`config.mk`:
```
export PLATFORM = sky130hd
export DESIGN_NAME = i2c_slave
export DESIGN_NICKNAME = d
export VERILOG_FILES = /design/src/rtl/i2c_pkg.sv /design/src/rtl/i2c_in_filter.sv /design/src/rtl/i2c_slave.sv
export SDC_FILE = /design/constraint.sdc
export NUM_CORES = 1
export LEC_CHECK = 0
export BUFFER_PORTS_ARGS = -buffer_cell sky130_fd_sc_hd__clkbuf_2
export CAP_MARGIN = 20
export CORE_ASPECT_RATIO = 0.6
export CORE_MARGIN = 2
export CORE_UTILIZATION = 57
export CTS_CLUSTER_DIAMETER = 50
export DETAILED_ROUTE_END_ITERATION = 8
export GPL_ROUTABILITY_DRIVEN = 0
export GPL_TIMING_DRIVEN = 0
export PLACE_DENSITY = 0.79
export SLEW_MARGIN = 10
export SYNTH_ARGS = -nofsm -noshare
export SYNTH_HDL_FRONTEND = slang
export SYNTH_HIERARCHICAL = 1
export SYNTH_SLANG_ARGS = --single-unit
```
`constraint.sdc`:
```
create_clock -name clk -period 2.1 [get_ports clk]
set_input_delay 0 -clock clk [delete_from_list [all_inputs] [get_ports clk]]
set_output_delay 0 -clock clk [all_outputs]
set_load 0.05 [all_outputs]
```
`src/rtl/i2c_pkg.sv`:
```
`default_nettype none
// ============================================================================
//  Module   : i2c_pkg
//  Purpose  : Shared types and constants for the I2C target.
//             - slave_state_e : byte/bit-phase state of the target FSM
//             - I2C_ACK/NACK  : SDA level meaning acknowledge / not-acknowledge
//             - BIT_CNT_INIT  : bit counter value at the start of every byte
//  Revision : 1.0  initial release
// ============================================================================
package i2c_pkg;

  typedef enum logic [2:0] {
    IDLE     = 3'd0,
    ADDR     = 3'd1,
    ADDR_ACK = 3'd2,
    RX       = 3'd3,
    RX_ACK   = 3'd4,
    TX       = 3'd5,
    TX_ACK   = 3'd6
  } slave_state_e;

  localparam logic       I2C_ACK      = 1'b0;
  localparam logic       I2C_NACK     = 1'b1;
  localparam logic [2:0] BIT_CNT_INIT = 3'd7;

endpackage : i2c_pkg
`default_nettype wire

```
`src/rtl/i2c_in_filter.sv`:
```
`default_nettype none
// ============================================================================
//  Module   : i2c_in_filter
//  Purpose  : Conditions one raw I2C pad input. Two-flop synchronizer followed
//             by a stability filter: the filtered level only follows the
//             synchronized input once it has held a new value for FILT_LEN
//             clocks. Rise/fall strobes are asserted in the same cycle the
//             filtered level changes. Pad-to-strobe latency is 2+FILT_LEN clk.
//  Ports    : clk     in   system clock
//             rst_n   in   asynchronous active-low reset
//             pad_i   in   raw pad level
//             level_o out  filtered level (resets to 1 = idle bus)
//             rise_o  out  one-cycle strobe, filtered level went 0->1
//             fall_o  out  one-cycle strobe, filtered level went 1->0
//  Revision : 1.0  initial release
// ============================================================================
module i2c_in_filter #(
  parameter int FILT_LEN = 4
) (
  input  logic clk,
  input  logic rst_n,
  input  logic pad_i,
  output logic level_o,
  output logic rise_o,
  output logic fall_o
);

  localparam int CNT_W = (FILT_LEN > 1) ? $clog2(FILT_LEN) : 1;
  localparam logic [CNT_W-1:0] CNT_LAST = CNT_W'(FILT_LEN - 1);

  logic             sync1_q, sync2_q;
  logic             level_q, level_d;
  logic             rise_q,  rise_d;
  logic             fall_q,  fall_d;
  logic [CNT_W-1:0] cnt_q,   cnt_d;

  // The counter measures how long the synchronized input has disagreed with
  // the filtered level; any return to agreement restarts the measurement.
  always_comb begin
    level_d = level_q;
    cnt_d   = '0;
    rise_d  = 1'b0;
    fall_d  = 1'b0;
    if (sync2_q != level_q) begin
      if (cnt_q == CNT_LAST) begin
        level_d = sync2_q;
        rise_d  = sync2_q;
        fall_d  = ~sync2_q;
      end else begin
        cnt_d = cnt_q + 1'b1;
      end
    end
  end

  always_ff @(posedge clk or negedge rst_n) begin
    if (!rst_n) begin
      sync1_q <= 1'b1;
      sync2_q <= 1'b1;
      level_q <= 1'b1;
      rise_q  <= 1'b0;
      fall_q  <= 1'b0;
      cnt_q   <= '0;
    end else begin
      sync1_q <= pad_i;
      sync2_q <= sync1_q;
      level_q <= level_d;
      rise_q  <= rise_d;
      fall_q  <= fall_d;
      cnt_q   <= cnt_d;
    end
  end

  assign level_o = level_q;
  assign rise_o  = rise_q;
  assign fall_o  = fall_q;

endmodule : i2c_in_filter
`default_nettype wire

```
`src/rtl/i2c_slave.sv`:
```
`default_nettype none
// ============================================================================
//  Module   : i2c_slave
//  Purpose  : I2C target with a fixed 7-bit address and a byte-level user
//             interface. SCL/SDA are oversampled on clk (>= 20x SCL), START,
//             repeated START and STOP are detected from the filtered lines.
//             SDA is open-drain: sda_t=1 releases, sda_t=0 drives sda_o (0).
//  Ports    : clk, rst_n         clock, asynchronous active-low reset
//             scl_i, sda_i       raw pad inputs
//             sda_o, sda_t       SDA drive value (always 0) / tristate enable
//             ack_en             1 = ACK received data bytes, 0 = NACK them
//             rx_data, rx_valid  last written byte and its one-cycle strobe
//             tx_data, tx_req    read byte; captured in the cycle tx_req is 1
//             addressed          high from address ACK to STOP/START/NACK
//             start_det          one-cycle pulse on START or repeated START
//             stop_det           one-cycle pulse on STOP
//             tx_done            one-cycle pulse when the master NACKs a read
//  Revision : 1.0  initial release
// ============================================================================
module i2c_slave
  import i2c_pkg::*;
#(
  parameter logic [6:0] SLAVE_ADDR = 7'h50,
  parameter int         FILT_LEN   = 4
) (
  input  logic       clk,
  input  logic       rst_n,
  input  logic       scl_i,
  input  logic       sda_i,
  output logic       sda_o,
  output logic       sda_t,
  input  logic       ack_en,
  output logic [7:0] rx_data,
  output logic       rx_valid,
  input  logic [7:0] tx_data,
  output logic       tx_req,
  output logic       addressed,
  output logic       start_det,
  output logic       stop_det,
  output logic       tx_done
);

  // --------------------------------------------------------------------------
  // Input conditioning
  // --------------------------------------------------------------------------
  logic w_scl_lvl, w_scl_rise, w_scl_fall;
  logic w_sda_lvl, w_sda_rise, w_sda_fall;

  i2c_in_filter #(.FILT_LEN(FILT_LEN)) u_scl_filt (
    .clk     (clk),
    .rst_n   (rst_n),
    .pad_i   (scl_i),
    .level_o (w_scl_lvl),
    .rise_o  (w_scl_rise),
    .fall_o  (w_scl_fall)
  );

  i2c_in_filter #(.FILT_LEN(FILT_LEN)) u_sda_filt (
    .clk     (clk),
    .rst_n   (rst_n),
    .pad_i   (sda_i),
    .level_o (w_sda_lvl),
    .rise_o  (w_sda_rise),
    .fall_o  (w_sda_fall)
  );

  // --------------------------------------------------------------------------
  // State
  // --------------------------------------------------------------------------
  slave_state_e state_q, state_d;
  logic [2:0]   bit_cnt_q, bit_cnt_d;
  logic [7:0]   shift_q,   shift_d;
  logic         byte_done_q, byte_done_d;  // 8 bits in, waiting for SCL fall
  logic         rw_q,      rw_d;
  logic         mack_q,    mack_d;         // master ACKed the last read byte
  logic         sda_t_q,   sda_t_d;
  logic         addressed_q, addressed_d;
  logic [7:0]   rx_data_q, rx_data_d;
  logic         rx_valid_q, rx_valid_d;
  logic         start_det_q, start_det_d;
  logic         stop_det_q,  stop_det_d;
  logic         tx_done_q,   tx_done_d;

  logic       w_start, w_stop, w_tx_load;
  logic [7:0] w_shift_in;

  // Bus conditions: SDA moving while SCL is high. They override any bit
  // strobe arriving in the same cycle.
  assign w_start    = w_sda_fall & w_scl_lvl;
  assign w_stop     = w_sda_rise & w_scl_lvl;
  assign w_shift_in = {shift_q[6:0], w_sda_lvl};

  // A read byte is fetched on the SCL fall that closes either the address
  // ACK of a read or a master-ACKed data byte. tx_req is combinational so
  // tx_data is captured in exactly the cycle tx_req is asserted.
  assign w_tx_load = ~w_start & ~w_stop & w_scl_fall &
                     (((state_q == ADDR_ACK) & rw_q) |
                      ((state_q == TX_ACK)   & mack_q));

  // --------------------------------------------------------------------------
  // State register
  // --------------------------------------------------------------------------
  always_ff @(posedge clk or negedge rst_n) begin
    if (!rst_n) begin
      state_q     <= IDLE;
      bit_cnt_q   <= BIT_CNT_INIT;
      shift_q     <= 8'h00;
      byte_done_q <= 1'b0;
      rw_q        <= 1'b0;
      mack_q      <= 1'b0;
      sda_t_q     <= 1'b1;
      addressed_q <= 1'b0;
      rx_data_q   <= 8'h00;
      rx_valid_q  <= 1'b0;
      start_det_q <= 1'b0;
      stop_det_q  <= 1'b0;
      tx_done_q   <= 1'b0;
    end else begin
      state_q     <= state_d;
      bit_cnt_q   <= bit_cnt_d;
      shift_q     <= shift_d;
      byte_done_q <= byte_done_d;
      rw_q        <= rw_d;
      mack_q      <= mack_d;
      sda_t_q     <= sda_t_d;
      addressed_q <= addressed_d;
      rx_data_q   <= rx_data_d;
      rx_valid_q  <= rx_valid_d;
      start_det_q <= start_det_d;
      stop_det_q  <= stop_det_d;
      tx_done_q   <= tx_done_d;
    end
  end

  // --------------------------------------------------------------------------
  // Next-state logic
  // --------------------------------------------------------------------------
  always_comb begin
    state_d     = state_q;
    bit_cnt_d   = bit_cnt_q;
    shift_d     = shift_q;
    byte_done_d = byte_done_q;
    rw_d        = rw_q;
    mack_d      = mack_q;
    sda_t_d     = sda_t_q;
    addressed_d = addressed_q;
    rx_data_d   = rx_data_q;
    rx_valid_d  = 1'b0;
    start_det_d = 1'b0;
    stop_det_d  = 1'b0;
    tx_done_d   = 1'b0;

    if (w_start) begin
      state_d     = ADDR;
      bit_cnt_d   = BIT_CNT_INIT;
      byte_done_d = 1'b0;
      mack_d      = 1'b0;
      sda_t_d     = 1'b1;
      addressed_d = 1'b0;
      start_det_d = 1'b1;
    end else if (w_stop) begin
      state_d     = IDLE;
      byte_done_d = 1'b0;
      mack_d      = 1'b0;
      sda_t_d     = 1'b1;
      addressed_d = 1'b0;
      stop_det_d  = 1'b1;
    end else begin
      case (state_q)
        IDLE: ;

        ADDR: begin
          if (w_scl_rise && !byte_done_q) begin
            shift_d   = w_shift_in;
            bit_cnt_d = bit_cnt_q - 3'd1;
            if (bit_cnt_q == 3'd0) begin
              if (w_shift_in[7:1] == SLAVE_ADDR) byte_done_d = 1'b1;
              else                               state_d     = IDLE;
            end
          end else if (w_scl_fall && byte_done_q) begin
            byte_done_d = 1'b0;
            rw_d        = shift_q[0];
            sda_t_d     = I2C_ACK;
            state_d     = ADDR_ACK;
          end
        end

        ADDR_ACK: begin
          if (w_scl_fall) begin
            addressed_d = 1'b1;
            bit_cnt_d   = BIT_CNT_INIT;
            if (rw_q) begin
              shift_d = tx_data;
              sda_t_d = tx_data[7];
              state_d = TX;
            end else begin
              sda_t_d = 1'b1;
              state_d = RX;
            end
          end
        end

        RX: begin
          if (w_scl_rise && !byte_done_q) begin
            shift_d   = w_shift_in;
            bit_cnt_d = bit_cnt_q - 3'd1;
            if (bit_cnt_q == 3'd0) begin
              rx_data_d   = w_shift_in;
              rx_valid_d  = 1'b1;
              byte_done_d = 1'b1;
            end
          end else if (w_scl_fall && byte_done_q) begin
            byte_done_d = 1'b0;
            sda_t_d     = ack_en ? I2C_ACK : I2C_NACK;
            state_d     = RX_ACK;
          end
        end

        RX_ACK: begin
          if (w_scl_fall) begin
            sda_t_d   = 1'b1;
            bit_cnt_d = BIT_CNT_INIT;
            state_d   = RX;
          end
        end

        // bit_cnt here counts bits still to be presented after the current one.
        TX: begin
          if (w_scl_fall) begin
            if (bit_cnt_q == 3'd0) begin
              sda_t_d = 1'b1;
              state_d = TX_ACK;
            end else begin
              shift_d   = {shift_q[6:0], 1'b0};
              sda_t_d   = shift_q[6];
              bit_cnt_d = bit_cnt_q - 3'd1;
            end
          end
        end

        TX_ACK: begin
          if (w_scl_rise) begin
            if (w_sda_lvl == I2C_NACK) begin
              tx_done_d   = 1'b1;
              addressed_d = 1'b0;
              state_d     = IDLE;
            end else begin
              mack_d = 1'b1;
            end
          end else if (w_tx_load) begin
            mack_d    = 1'b0;
            shift_d   = tx_data;
            sda_t_d   = tx_data[7];
            bit_cnt_d = BIT_CNT_INIT;
            state_d   = TX;
          end
        end

        default: state_d = IDLE;
      endcase
    end
  end

  // --------------------------------------------------------------------------
  // Outputs
  // --------------------------------------------------------------------------
  always_comb begin
    sda_o     = 1'b0;
    sda_t     = sda_t_q;
    rx_data   = rx_data_q;
    rx_valid  = rx_valid_q;
    tx_req    = w_tx_load;
    addressed = addressed_q;
    start_det = start_det_q;
    stop_det  = stop_det_q;
    tx_done   = tx_done_q;
  end

endmodule : i2c_slave
`default_nettype wire

```
# After elaboration in Yosys (flattened, before gate mapping)

Index checks and enable logic that the tools add are counted.

$add $sub $neg: 3
Equality and inequality tests: 46
Mux-type cells: 94
Bitwise logic cells: 13
Reductions and logical operators: 25

Operators by type and width:

| kind                                                   | count |
|---|---|
| 2-to-1 mux 3 bit                                       | 24 |
| 2-to-1 mux 1 bit                                       | 53 |
| 2-to-1 mux 7 bit                                       | 7 |
| inequality test 4 bit (second input constant)          | 8 |
| one-hot mux 7 bit (4 select lines)                     | 1 |
| inequality test 5 bit (second input constant)          | 5 |
| one-hot mux 3 bit (7 select lines)                     | 1 |
| inequality test 4 x 3 -> 1 bit (second input constant) | 5 |
| AND reduction 10 bit                                   | 2 |
| nonzero test 4 bit                                     | 4 |
| inequality test 3 bit (second input constant)          | 4 |
| one-hot mux 3 bit (4 select lines)                     | 1 |
| AND reduction 12 bit                                   | 1 |
| inequality test 2 bit (second input constant)          | 5 |
| inequality test 5 x 4 -> 1 bit (second input constant) | 2 |
| AND reduction 5 bit                                    | 2 |
| == test 3 bit (second input constant)                  | 3 |
| 2-to-1 mux 2 bit                                       | 4 |
| AND reduction 4 bit                                    | 2 |
| AND reduction 8 bit                                    | 1 |
| nonzero test 8 bit                                     | 1 |
| bitwise AND 1 bit                                      | 7 |
| == test 7 bit (second input constant)                  | 1 |
| == test 3 x 2 -> 1 bit (second input constant)         | 2 |
| other kinds (20)                                       | 35 |

Flip-flop bits (word level): 44
Input port bits: 13
Output and inout port bits: 16
Word-level logic and storage cells: 206

# Logic depth before layout (Yosys ltp)

Gate-level depths: netlist of the first run.

Word-level depth: 10
Gate-level depth with buffers: 7
Mapped depth without buffers: 7

# Hierarchy

The synthesis of the first run kept the hierarchy.

By module, submodules not included:

| module        | times used | cells each | area each (um^2) | sequential area each (um^2) |
|---|---|---|---|---|
| i2c_slave     | 1          | 173        | 1794.2           | 755.7 |
| i2c_in_filter | 2          | 14         | 247.7            | 178.9 |

# Least setup slack after synthesis of the first run

OpenSTA, ideal clock, no wires.

Path type: register to register
Start: register bit_cnt_q[0]
End: register shift_q[0]
Setup time: 0.125 ns
Arrival time: 1.693 ns
Required time: 1.975 ns
Slack: 0.282 ns
Stages on the path, launching flop included: 8
Path buffers: 0
Period minus slack after synthesis: 1.818 ns
Cells stage by stage: dfstp_2 inv_1 ha_1 nor4bb_1 o21ai_1 and2_4 o2111ai_4 mux2_2

Word-level cells in the longest chain between the ends: 3

Ends and longest elaborated chain:

| item                            | RTL line         | source |
|---|---|---|
| from (decl)                     | i2c_slave.sv:71  | `logic [2:0] bit_cnt_q, bit_cnt_d;` |
| from (signal assigned)          | i2c_slave.sv:120 | `bit_cnt_q <= bit_cnt_d;` |
| zero test 3 bit                 | i2c_slave.sv:230 | `if (bit_cnt_q == 3'd0) begin` |
| inequality test 2 bit (no line) | n/a              |  |
| AND reduction 10 bit (no line)  | n/a              |  |
| to (signal assigned)            | i2c_slave.sv:121 | `shift_q <= shift_d;` |
| to (decl)                       | i2c_slave.sv:72  | `logic [7:0] shift_q, shift_d;` |

Every way passes these cells.
A chain may end at the register's enable or synchronous reset.

# Worst setup path in the final report of the first run

Start: register bit_cnt_q[0]
End: register shift_q[5]

The elaborated chain is that of the path after synthesis.

==> flow_results.xml, run 1 <==
<?xml version="1.0" encoding="UTF-8"?>
<metrics>
  <group name="power_and_ir_drop">
    <metric name="powerDensity" unit="nW/um^2">805</metric>
    <metric name="p_leak" unit="uW">0.00133</metric>
    <metric name="ir_worst_vdd" unit="uV">671</metric>
  </group>
  <group name="final_layout">
    <metric name="fillerInstances" unit="">289</metric>
    <metric name="finish.net_count" unit="">258</metric>
    <metric name="antennaDiodeCount" unit="">0</metric>
    <metric name="final_layout_size_suffix_gt1_frac" unit="">0.368</metric>
    <metric name="most-common-layout-cells" unit="">sky130_fd_sc_hd__dfrtp_1 (34), sky130_fd_sc_hd__clkbuf_2 (27), sky130_fd_sc_hd__mux2_2 (19), sky130_fd_sc_hd__nand2_1 (16)</metric>
    <metric name="areaGrowthSynthToFinish" unit="%">16.7</metric>
    <metric name="commonest_non_fill_non_tap_cell_in_the_layout" unit="">sky130_fd_sc_hd__dfrtp_1</metric>
    <metric name="final_util" unit="">0.710</metric>
  </group>
  <group name="detailed_routing">
    <metric name="drt_pass1_iterations" unit="">6</metric>
    <metric name="drt-wirelength-per-cell" unit="um">15.7</metric>
    <metric name="wirelength" unit="um">4540</metric>
    <metric name="route.detailed.drc" unit="">0</metric>
    <metric name="postRouteAntennaNets" unit="">0</metric>
    <metric name="viasPerCell" unit="">5.83</metric>
    <metric name="routed_vias" unit="">1685</metric>
    <metric name="drt_iter0_drc" unit="">201</metric>
  </group>
  <group name="clock_tree">
    <metric name="maximum_clock_insertion_buffer_count" unit="">2</metric>
    <metric name="clkSlewWorstSetupHoldPaths" unit="ps">80</metric>
    <metric name="clockRootBuffer" unit="">sky130_fd_sc_hd__clkbuf_8</metric>
    <metric name="clock_latency" unit="ps">300</metric>
    <metric name="number_of_buffers_created_by_cts" unit="">5</metric>
    <metric name="tritoncts_num_sinks" unit="">44</metric>
    <metric name="tritoncts" unit="">yes</metric>
    <metric name="clock_tree.htree_level_count" unit="">2</metric>
    <metric name="number_of_cells_upsized_or_downsized_after_cts" unit="">0</metric>
  </group>
  <group name="floorplanning">
    <metric name="floorplan.die_area" unit="sq um">4560</metric>
    <metric name="io-pin-count" unit="">29</metric>
    <metric name="fp.dieW" unit="um">85.8</metric>
    <metric name="placement_rows" unit="">17</metric>
    <metric name="die_height" unit="um">53.1</metric>
    <metric name="initial_core_util" unit="">0.608</metric>
    <metric name="placeableCoreArea" unit="sq um">3760</metric>
  </group>
  <group name="timing">
    <metric name="post-route-period-util" unit="">0.961</metric>
    <metric name="timing_max_transition_violations_final" unit="">0</metric>
    <metric name="worst_slew_slack_as_a_fraction_of_its_limit" unit="">0.596</metric>
    <metric name="transition_time_at_the_pin_with_the_least_slew_margin" unit="ps">602</metric>
    <metric name="finalHoldViolations" unit="">0</metric>
    <metric name="finalClockSkew" unit="ps">6.46</metric>
    <metric name="setup_repair_after_global_routing_missed_its_margin" unit="">false</metric>
    <metric name="setup_total_negative_slack" unit="ps">0</metric>
    <metric name="min_clock_period_post_route" unit="ps">2020</metric>
    <metric name="report.final.setup_viol" unit="">0</metric>
    <metric name="fmax" unit="MHz">496</metric>
  </group>
  <group name="setup_path">
    <metric name="cp_max_fo" unit="">7</metric>
    <metric name="timing.critical_path.from_type" unit="">flip-flop</metric>
    <metric name="timing.critical_path.slowest_stage_cell" unit="">sky130_fd_sc_hd__dfstp_2</metric>
    <metric name="critical_path_arrival" unit="ps">2210</metric>
    <metric name="worst-setup-path-type" unit="">reg -&gt; reg</metric>
    <metric name="critical_path_buf_inv_count" unit="">1</metric>
    <metric name="end_kind" unit="">flip-flop</metric>
    <metric name="critical_path.cell_chain" unit="">inv_1 &gt; ha_1 &gt; nor4bb_1 &gt; o21ai_1 &gt; and2_4 &gt; o2111ai_4 &gt; mux2_2</metric>
    <metric name="critPathMaxStageDelay" unit="ps">520</metric>
    <metric name="worstPathRequired" unit="ps">2290</metric>
    <metric name="cell_family_contributing_the_most_delay_on_the_critical_path" unit="">flip-flops</metric>
  </group>
  <group name="synthesis">
    <metric name="share_of_the_synthesized_netlist_area_taken_by_xor_and_xnor_gates" unit="">0.0115</metric>
    <metric name="combinational_family_with_the_most_area_after_synthesis" unit="">simple AND/OR/NAND/NOR gates</metric>
    <metric name="ffs_latches_synth" unit="">44</metric>
    <metric name="synth-seq-area-share" unit="">0.486</metric>
    <metric name="synth_area" unit="sq um">2290</metric>
    <metric name="synth-adder-area-share" unit="">0.0219</metric>
    <metric name="prevailing_post_synth_register_cell" unit="">sky130_fd_sc_hd__dfrtp_1</metric>
    <metric name="share_of_async_settable_or_async_resettable_flops_after_synthesis" unit="">1.00</metric>
    <metric name="synth-warning-count" unit="">6</metric>
    <metric name="post_synth.cell_area_avg" unit="sq um">11.4</metric>
    <metric name="synth_cell_type_count" unit="">52</metric>
    <metric name="synth_compound_area_frac" unit="">0.145</metric>
    <metric name="post_synthesis_share_of_cell_area_spent_on_and_or_nand_and_nor_gates" unit="">0.174</metric>
    <metric name="count_of_flip_flops_with_a_built_in_enable_after_synthesis" unit="">0</metric>
    <metric name="muxShareOfSynthArea" unit="">0.125</metric>
    <metric name="syn_nets" unit="">218</metric>
    <metric name="synthesis.instances" unit="">201</metric>
  </group>
  <group name="grt">
    <metric name="grt_pass1_wl" unit="um">7360</metric>
    <metric name="largest_net_degree_at_the_start_of_global_routing" unit="">45</metric>
    <metric name="globalRouteTotalUtil" unit="">0.221</metric>
    <metric name="vias_in_the_first_global_route" unit="">1492</metric>
    <metric name="gr-total-overflow" unit="">0</metric>
    <metric name="grt_antenna_before_repair" unit="">0</metric>
  </group>
  <group name="place">
    <metric name="placement.io_buffers" unit="">27</metric>
    <metric name="post-dp-hpwl" unit="um">3250</metric>
  </group>
  <group name="status">
    <metric name="run_status" unit="">complete, no violations</metric>
  </group>
  <group name="flow_run">
    <metric name="timing.max_cap.violations" unit="">0</metric>
  </group>
  <group name="hold_path">
    <metric name="timing.hold.worst.class" unit="">in -&gt; reg</metric>
  </group>
</metrics>
==> per-layer routing <==
metal | vias to the layer above | wire (um) | track usage
met4 | 0 | 44 | 0.0635
met2 | 70 | 1780 | 0.311
met1 | 803 | 2300 | 0.323
met3 | 8 | 413 | 0.0718
met5 | - | 0 | 0
li1 | 804 | - | -
==> synthesized netlist by cell type (2+ instances only) <==
cell type,n,share of area
sky130_fd_sc_hd__a21oi_1,10,0.022
sky130_fd_sc_hd__dfrtp_1,34,0.37
sky130_fd_sc_hd__and3b_1,2,0.0077
sky130_fd_sc_hd__mux2_1,2,0.0098
sky130_fd_sc_hd__buf_4,4,0.013
sky130_fd_sc_hd__nand2_1,16,0.026
sky130_fd_sc_hd__nor4bb_1,2,0.0087
sky130_fd_sc_hd__o21ai_1,2,0.0044
sky130_fd_sc_hd__a22o_1,4,0.015
sky130_fd_sc_hd__mux2_2,19,0.093
sky130_fd_sc_hd__ha_1,4,0.022
sky130_fd_sc_hd__o211ai_1,2,0.0066
sky130_fd_sc_hd__a31oi_1,3,0.0082
sky130_fd_sc_hd__nor3_2,2,0.0087
sky130_fd_sc_hd__inv_1,6,0.0098
sky130_fd_sc_hd__o21bai_1,2,0.0066
sky130_fd_sc_hd__nand3_1,3,0.0066
sky130_fd_sc_hd__nand2b_1,3,0.0082
sky130_fd_sc_hd__o31ai_1,2,0.0066
sky130_fd_sc_hd__o21ai_0,8,0.017
sky130_fd_sc_hd__nor3_1,4,0.0087
sky130_fd_sc_hd__and3b_2,4,0.017
sky130_fd_sc_hd__xnor2_1,2,0.0077
sky130_fd_sc_hd__mux2i_1,5,0.022
sky130_fd_sc_hd__dfstp_2,10,0.11
sky130_fd_sc_hd__and2_1,3,0.0082
sky130_fd_sc_hd__buf_2,4,0.0087
sky130_fd_sc_hd__clkbuf_1,2,0.0033
sky130_fd_sc_hd__nor2_1,8,0.013
sky130_fd_sc_hd__nand3b_1,2,0.0066
sky130_fd_sc_hd__nor2b_1,5,0.014
sky130_fd_sc_hd__and2b_1,2,0.0066
==> worst min-delay path, delay by kind of cell <==
kind / cells / cell delay (ps)
buf+inv: 1 / 70
mux: 1 / 130
compound gates: 1 / 110
==> final timing paths <==
check                                              from                            to  slack (ps)  cells after the start
max                            bit_cnt_q[0]$_DFFE_PN1P_        shift_q[5]$_DFFE_PN0P_          80                      7
min                                          tx_data[0]        shift_q[0]$_DFFE_PN0P_          40                      3
max reg2reg                    bit_cnt_q[0]$_DFFE_PN1P_        shift_q[5]$_DFFE_PN0P_          80                      7
min reg2reg                u_scl_filt/sync1_q$_DFF_PN1_  u_scl_filt/sync2_q$_DFF_PN1_         360                      0
max in group asynchronous                         rst_n             sda_t$_DFFE_PN1P_        1450                      3
min in group asynchronous                         rst_n   u_scl_filt/fall_o$_DFF_PN0_         110                      2
==> where the power goes <==
part           total (uW)  leakage, uW  switching, uW  internal (uW)
logic                 403     0.000691            214            188
registers            1070     0.000575           85.2            982
clock network         682    0.0000614            294            389
total                2150      0.00133            593           1560
==> metrics by stage <==
step           hold slack, ps  setup slack [ps]  instance area [sq um]  total power [uW]  cells
3_5_place_dp             90.0              88.7                   2480              1480    275
2_1_floorplan            -296               282                   2290              1360    201
3_3_place_gp             88.3              77.9                   2480              1460    275
4_1_cts                  42.3              65.5                   2650              2170    287
5_1_grt                  59.1              4.76                   2670              2260    289
6_report                 44.6              82.5                   2670              2150    289
==> final cells by class <==
class	count	area [sq um]	share of cell area
clock buffer	6	82.6	0.0309
tap	47	58.8	0.0220
clock inverter	2	38.8	0.0145
timing repair buffer	33	203	0.0758
multi-input combinational	141	1100	0.410
sequential	44	1110	0.417
buffer	10	57.6	0.0215
inverter	6	22.5	0.00843
==> flip-flops by register name, indices dropped and copies added, names as in the netlist, 2 cells and up <==
name and cells:
bit_cnt_q 3, rx_data 8, shift_q 7, state_q 3
u_scl_filt/cnt_q 2, u_sda_filt/cnt_q 2
==> kinds of logic after synthesis <==
kind of cell,after synthesis
AND/OR/NAND/NOR,63
AO/OA/AOI/OAI,44
flip-flops,44
multiplexers,26
buffers and inverters,16
adder cells (fa/ha/maj),4
XOR/XNOR,3
other,1
==> repair_timing <==
item	in CTS	in global routing
endpoints found under the setup margin	0	6
setup buffers	0	1
hold buffers	4	0
hold endpoints to repair	37	0
Power figures use the tool's default switching activity.
==> run 2, diff against run 1 <==
--- a/config.mk
+++ b/config.mk
@@ -9,12 +9,11 @@
 export CAP_MARGIN = 20
 export CORE_ASPECT_RATIO = 0.6
 export CORE_MARGIN = 2
-export CORE_UTILIZATION = 57
+export CORE_UTILIZATION = 35
 export CTS_CLUSTER_DIAMETER = 50
 export DETAILED_ROUTE_END_ITERATION = 8
 export GPL_ROUTABILITY_DRIVEN = 0
 export GPL_TIMING_DRIVEN = 0
-export PLACE_DENSITY = 0.79
 export SLEW_MARGIN = 10
 export SYNTH_ARGS = -nofsm -noshare
 export SYNTH_HDL_FRONTEND = slang
==> constraint.sdc (replaced) <==
create_clock -name clk -period 2.1 [get_ports clk]
set_input_delay 0 -clock clk [delete_from_list [all_inputs] [get_ports clk]]
set_output_delay 0 -clock clk [all_outputs]
set_load 0.02 [all_outputs]
==> run 2 against run 1 <==
Net effect:
- the flow now finishes with violations (negative hold slack)
- core utilization shrank 28 points
- die area grew 59%
- maximum frequency grew 1.9%
- final cell count grew 12%
- first-iteration DRC count shrank 45%
- power shrank 6.1%
- combinational power grew 2%
- via count shrank 0.95%
- count of clock-buffer cells in the layout is the same
- wire length grew 8.5%
- flip-flop and latch count is the same
==> flow_results.xml, run 2 (synthesis results as in run 1) <==
<?xml version="1.0" encoding="UTF-8"?>
<metrics>
  <group name="final_layout">
    <metric name="antennaDiodeCount" unit="">0</metric>
    <metric name="final_layout_size_suffix_gt1_frac" unit="">0.382</metric>
    <metric name="areaGrowthSynthToFinish" unit="%">17.6</metric>
    <metric name="finish.net_count" unit="">257</metric>
    <metric name="largest_reg_flops" unit="">8</metric>
    <metric name="ff_latch_area" unit="sq um">1110</metric>
    <metric name="area_taken_by_multi_input_logic_gates" unit="sq um">1120</metric>
    <metric name="fillerInstances" unit="">605</metric>
    <metric name="final_design_area_no_fill" unit="sq um">2690</metric>
    <metric name="commonest_non_fill_non_tap_cell_in_the_layout" unit="">sky130_fd_sc_hd__dfrtp_1</metric>
    <metric name="most-common-layout-cells" unit="">sky130_fd_sc_hd__dfrtp_1 (34), sky130_fd_sc_hd__clkbuf_2 (27), sky130_fd_sc_hd__mux2_2 (18), sky130_fd_sc_hd__nand2_1 (16)</metric>
  </group>
  <group name="floorplanning">
    <metric name="fp.dieW" unit="um">108</metric>
    <metric name="io-pin-count" unit="">29</metric>
    <metric name="floorplan.die_area" unit="sq um">7230</metric>
    <metric name="initial_core_util" unit="">0.368</metric>
    <metric name="placeableCoreArea" unit="sq um">6220</metric>
    <metric name="placement_rows" unit="">22</metric>
    <metric name="die_height" unit="um">66.7</metric>
  </group>
  <group name="setup_path">
    <metric name="timing.critical_path.from_type" unit="">flip-flop</metric>
    <metric name="worst_setup_path_startpoint" unit="">bit_cnt_q[1]$_DFFE_PN1P_</metric>
    <metric name="end_kind" unit="">flip-flop</metric>
    <metric name="depth_of_the_worst_register_to_register_path" unit="">7</metric>
    <metric name="timing.rr.start" unit="">bit_cnt_q[1]$_DFFE_PN1P_</metric>
    <metric name="worst-setup-path-type" unit="">reg -&gt; reg</metric>
    <metric name="cp_max_fo" unit="">7</metric>
    <metric name="worstPathRequired" unit="ps">2290</metric>
    <metric name="critical_path_arrival" unit="ps">2170</metric>
  </group>
  <group name="clock_tree">
    <metric name="maximum_clock_insertion_buffer_count" unit="">2</metric>
    <metric name="clockRootBuffer" unit="">sky130_fd_sc_hd__clkbuf_8</metric>
    <metric name="clock_latency" unit="ps">300</metric>
    <metric name="tritoncts" unit="">yes</metric>
    <metric name="number_of_buffers_created_by_cts" unit="">5</metric>
    <metric name="clock_tree.htree_level_count" unit="">2</metric>
    <metric name="tritoncts_num_sinks" unit="">44</metric>
    <metric name="clkSlewWorstSetupHoldPaths" unit="ps">90</metric>
  </group>
  <group name="timing">
    <metric name="fmax" unit="MHz">505</metric>
    <metric name="finalClockSkew" unit="ps">9.68</metric>
    <metric name="setup_repair_after_global_routing_missed_its_margin" unit="">false</metric>
    <metric name="min_clock_period_post_route" unit="ps">1980</metric>
    <metric name="post-route-period-util" unit="">0.942</metric>
    <metric name="setup_total_negative_slack" unit="ps">0</metric>
    <metric name="finalHoldViolations" unit="">1</metric>
    <metric name="hold_ws" unit="ps">-1.34</metric>
    <metric name="report.final.setup_viol" unit="">0</metric>
    <metric name="timing_max_transition_violations_final" unit="">0</metric>
  </group>
  <group name="detailed_routing">
    <metric name="route.detailed.drc" unit="">0</metric>
    <metric name="routed_vias" unit="">1669</metric>
    <metric name="wirelength" unit="um">4920</metric>
    <metric name="drt_iter0_drc" unit="">110</metric>
    <metric name="drt_pass1_iterations" unit="">4</metric>
    <metric name="drt-wirelength-per-cell" unit="um">15.1</metric>
    <metric name="viasPerCell" unit="">5.14</metric>
    <metric name="postRouteAntennaNets" unit="">0</metric>
  </group>
  <group name="power_and_ir_drop">
    <metric name="p_leak" unit="uW">0.00131</metric>
    <metric name="powerDensity" unit="nW/um^2">750</metric>
    <metric name="ir_worst_vdd" unit="uV">443</metric>
  </group>
  <group name="hold_path">
    <metric name="holdPathStages" unit="">3</metric>
    <metric name="min-delay-start" unit="">tx_data[4]</metric>
    <metric name="timing.hold.worst.class" unit="">in -&gt; reg</metric>
  </group>
  <group name="grt">
    <metric name="largest_net_degree_at_the_start_of_global_routing" unit="">30</metric>
    <metric name="grt_pass1_wl" unit="um">8040</metric>
    <metric name="vias_in_the_first_global_route" unit="">1618</metric>
    <metric name="globalRouteTotalUtil" unit="">0.146</metric>
    <metric name="gr-total-overflow" unit="">0</metric>
    <metric name="grt_antenna_before_repair" unit="">0</metric>
  </group>
  <group name="flow_run">
    <metric name="timing.max_cap.violations" unit="">0</metric>
  </group>
  <group name="status">
    <metric name="failed_checks" unit="">negative hold slack</metric>
    <metric name="run_status" unit="">complete, but fails checks</metric>
  </group>
  <group name="place">
    <metric name="post-dp-hpwl" unit="um">3490</metric>
    <metric name="placement.io_buffers" unit="">27</metric>
    <metric name="placed_cell_area" unit="sq um">2550</metric>
  </group>
</metrics>
## run 2: cell types whose count changed in the layout (fill, tap and decap cells not counted), sizes merged
cell / previous run / this run
clkinvlp: 0 / 1
dlygate4sd3: 4 / 3
bufinv: 1 / 0
## run 2: worst paths after layout
| path | endpoint | slack [ps] |
|---|---|---|
| setup / recovery | shift_q[5]$_DFFE_PN0P_ | 120 |
| hold / removal | shift_q[4]$_DFFE_PN0P_ | -1 |
| setup reg to reg | shift_q[5]$_DFFE_PN0P_ | 120 |
| hold reg to reg | u_sda_filt/sync2_q$_DFF_PN1_ | 360 |
| max in group asynchronous | u_scl_filt/level_o$_DFFE_PN1P_ | 1370 |
| min in group asynchronous | rx_data[3]$_DFFE_PN0P_ | 150 |
## run 2: repair_timing
item | 4_1_cts | 5_1_grt
endpoints found under the hold margin | 41 | 0
resized for setup | 0 | 6
hold buffers | 3 | 0
setup endpoints to repair | 0 | 9
buffers inserted | 0 | 1
## run 2: stage by stage
stage | setup WS (ps) | instances | utilization | total power [uW]
detailed placement | 86.3 | 313 | 0.410 | 1480
global route | 7.87 | 325 | 0.433 | 2170
floorplan | 282 | 201 | - | 1340
CTS | 66.6 | 324 | 0.428 | 2010
global placement | 74.3 | 312 | 0.407 | 1460
finish | 121 | 325 | 0.433 | 2020
## run 2: routing by layer
layer	global-route usage	up-vias	routed length, um
met4	0.0240	0	28
li1	-	799	-
met1	0.223	811	2500
met3	0.0470	4	453
met5	0	-	0
met2	0.199	55	1940
## run 2: area by class of cell
type	count	area share
multi-input combinational	141	0.414
sequential	44	0.414
timing repair buffer	32	0.0716
tap	84	0.0390
clock buffer	6	0.0270
buffer	10	0.0214
inverter	6	0.00836
clock inverter	2	0.00465
## run 2: critical path: stages (launching register included)
cell	delay (ps)
sky130_fd_sc_hd__dfstp_2	550
sky130_fd_sc_hd__inv_2	50
sky130_fd_sc_hd__ha_4	150
sky130_fd_sc_hd__nor4bb_1	130
sky130_fd_sc_hd__o21ai_1	250
sky130_fd_sc_hd__and2_4	200
sky130_fd_sc_hd__o2111ai_4	180
sky130_fd_sc_hd__mux2_4	360
## run 2: where the power goes
part	switching, uW	total (uW)	internal (uW)
combinational	207	412	205
clock	293	526	233
sequential	98.8	1080	983
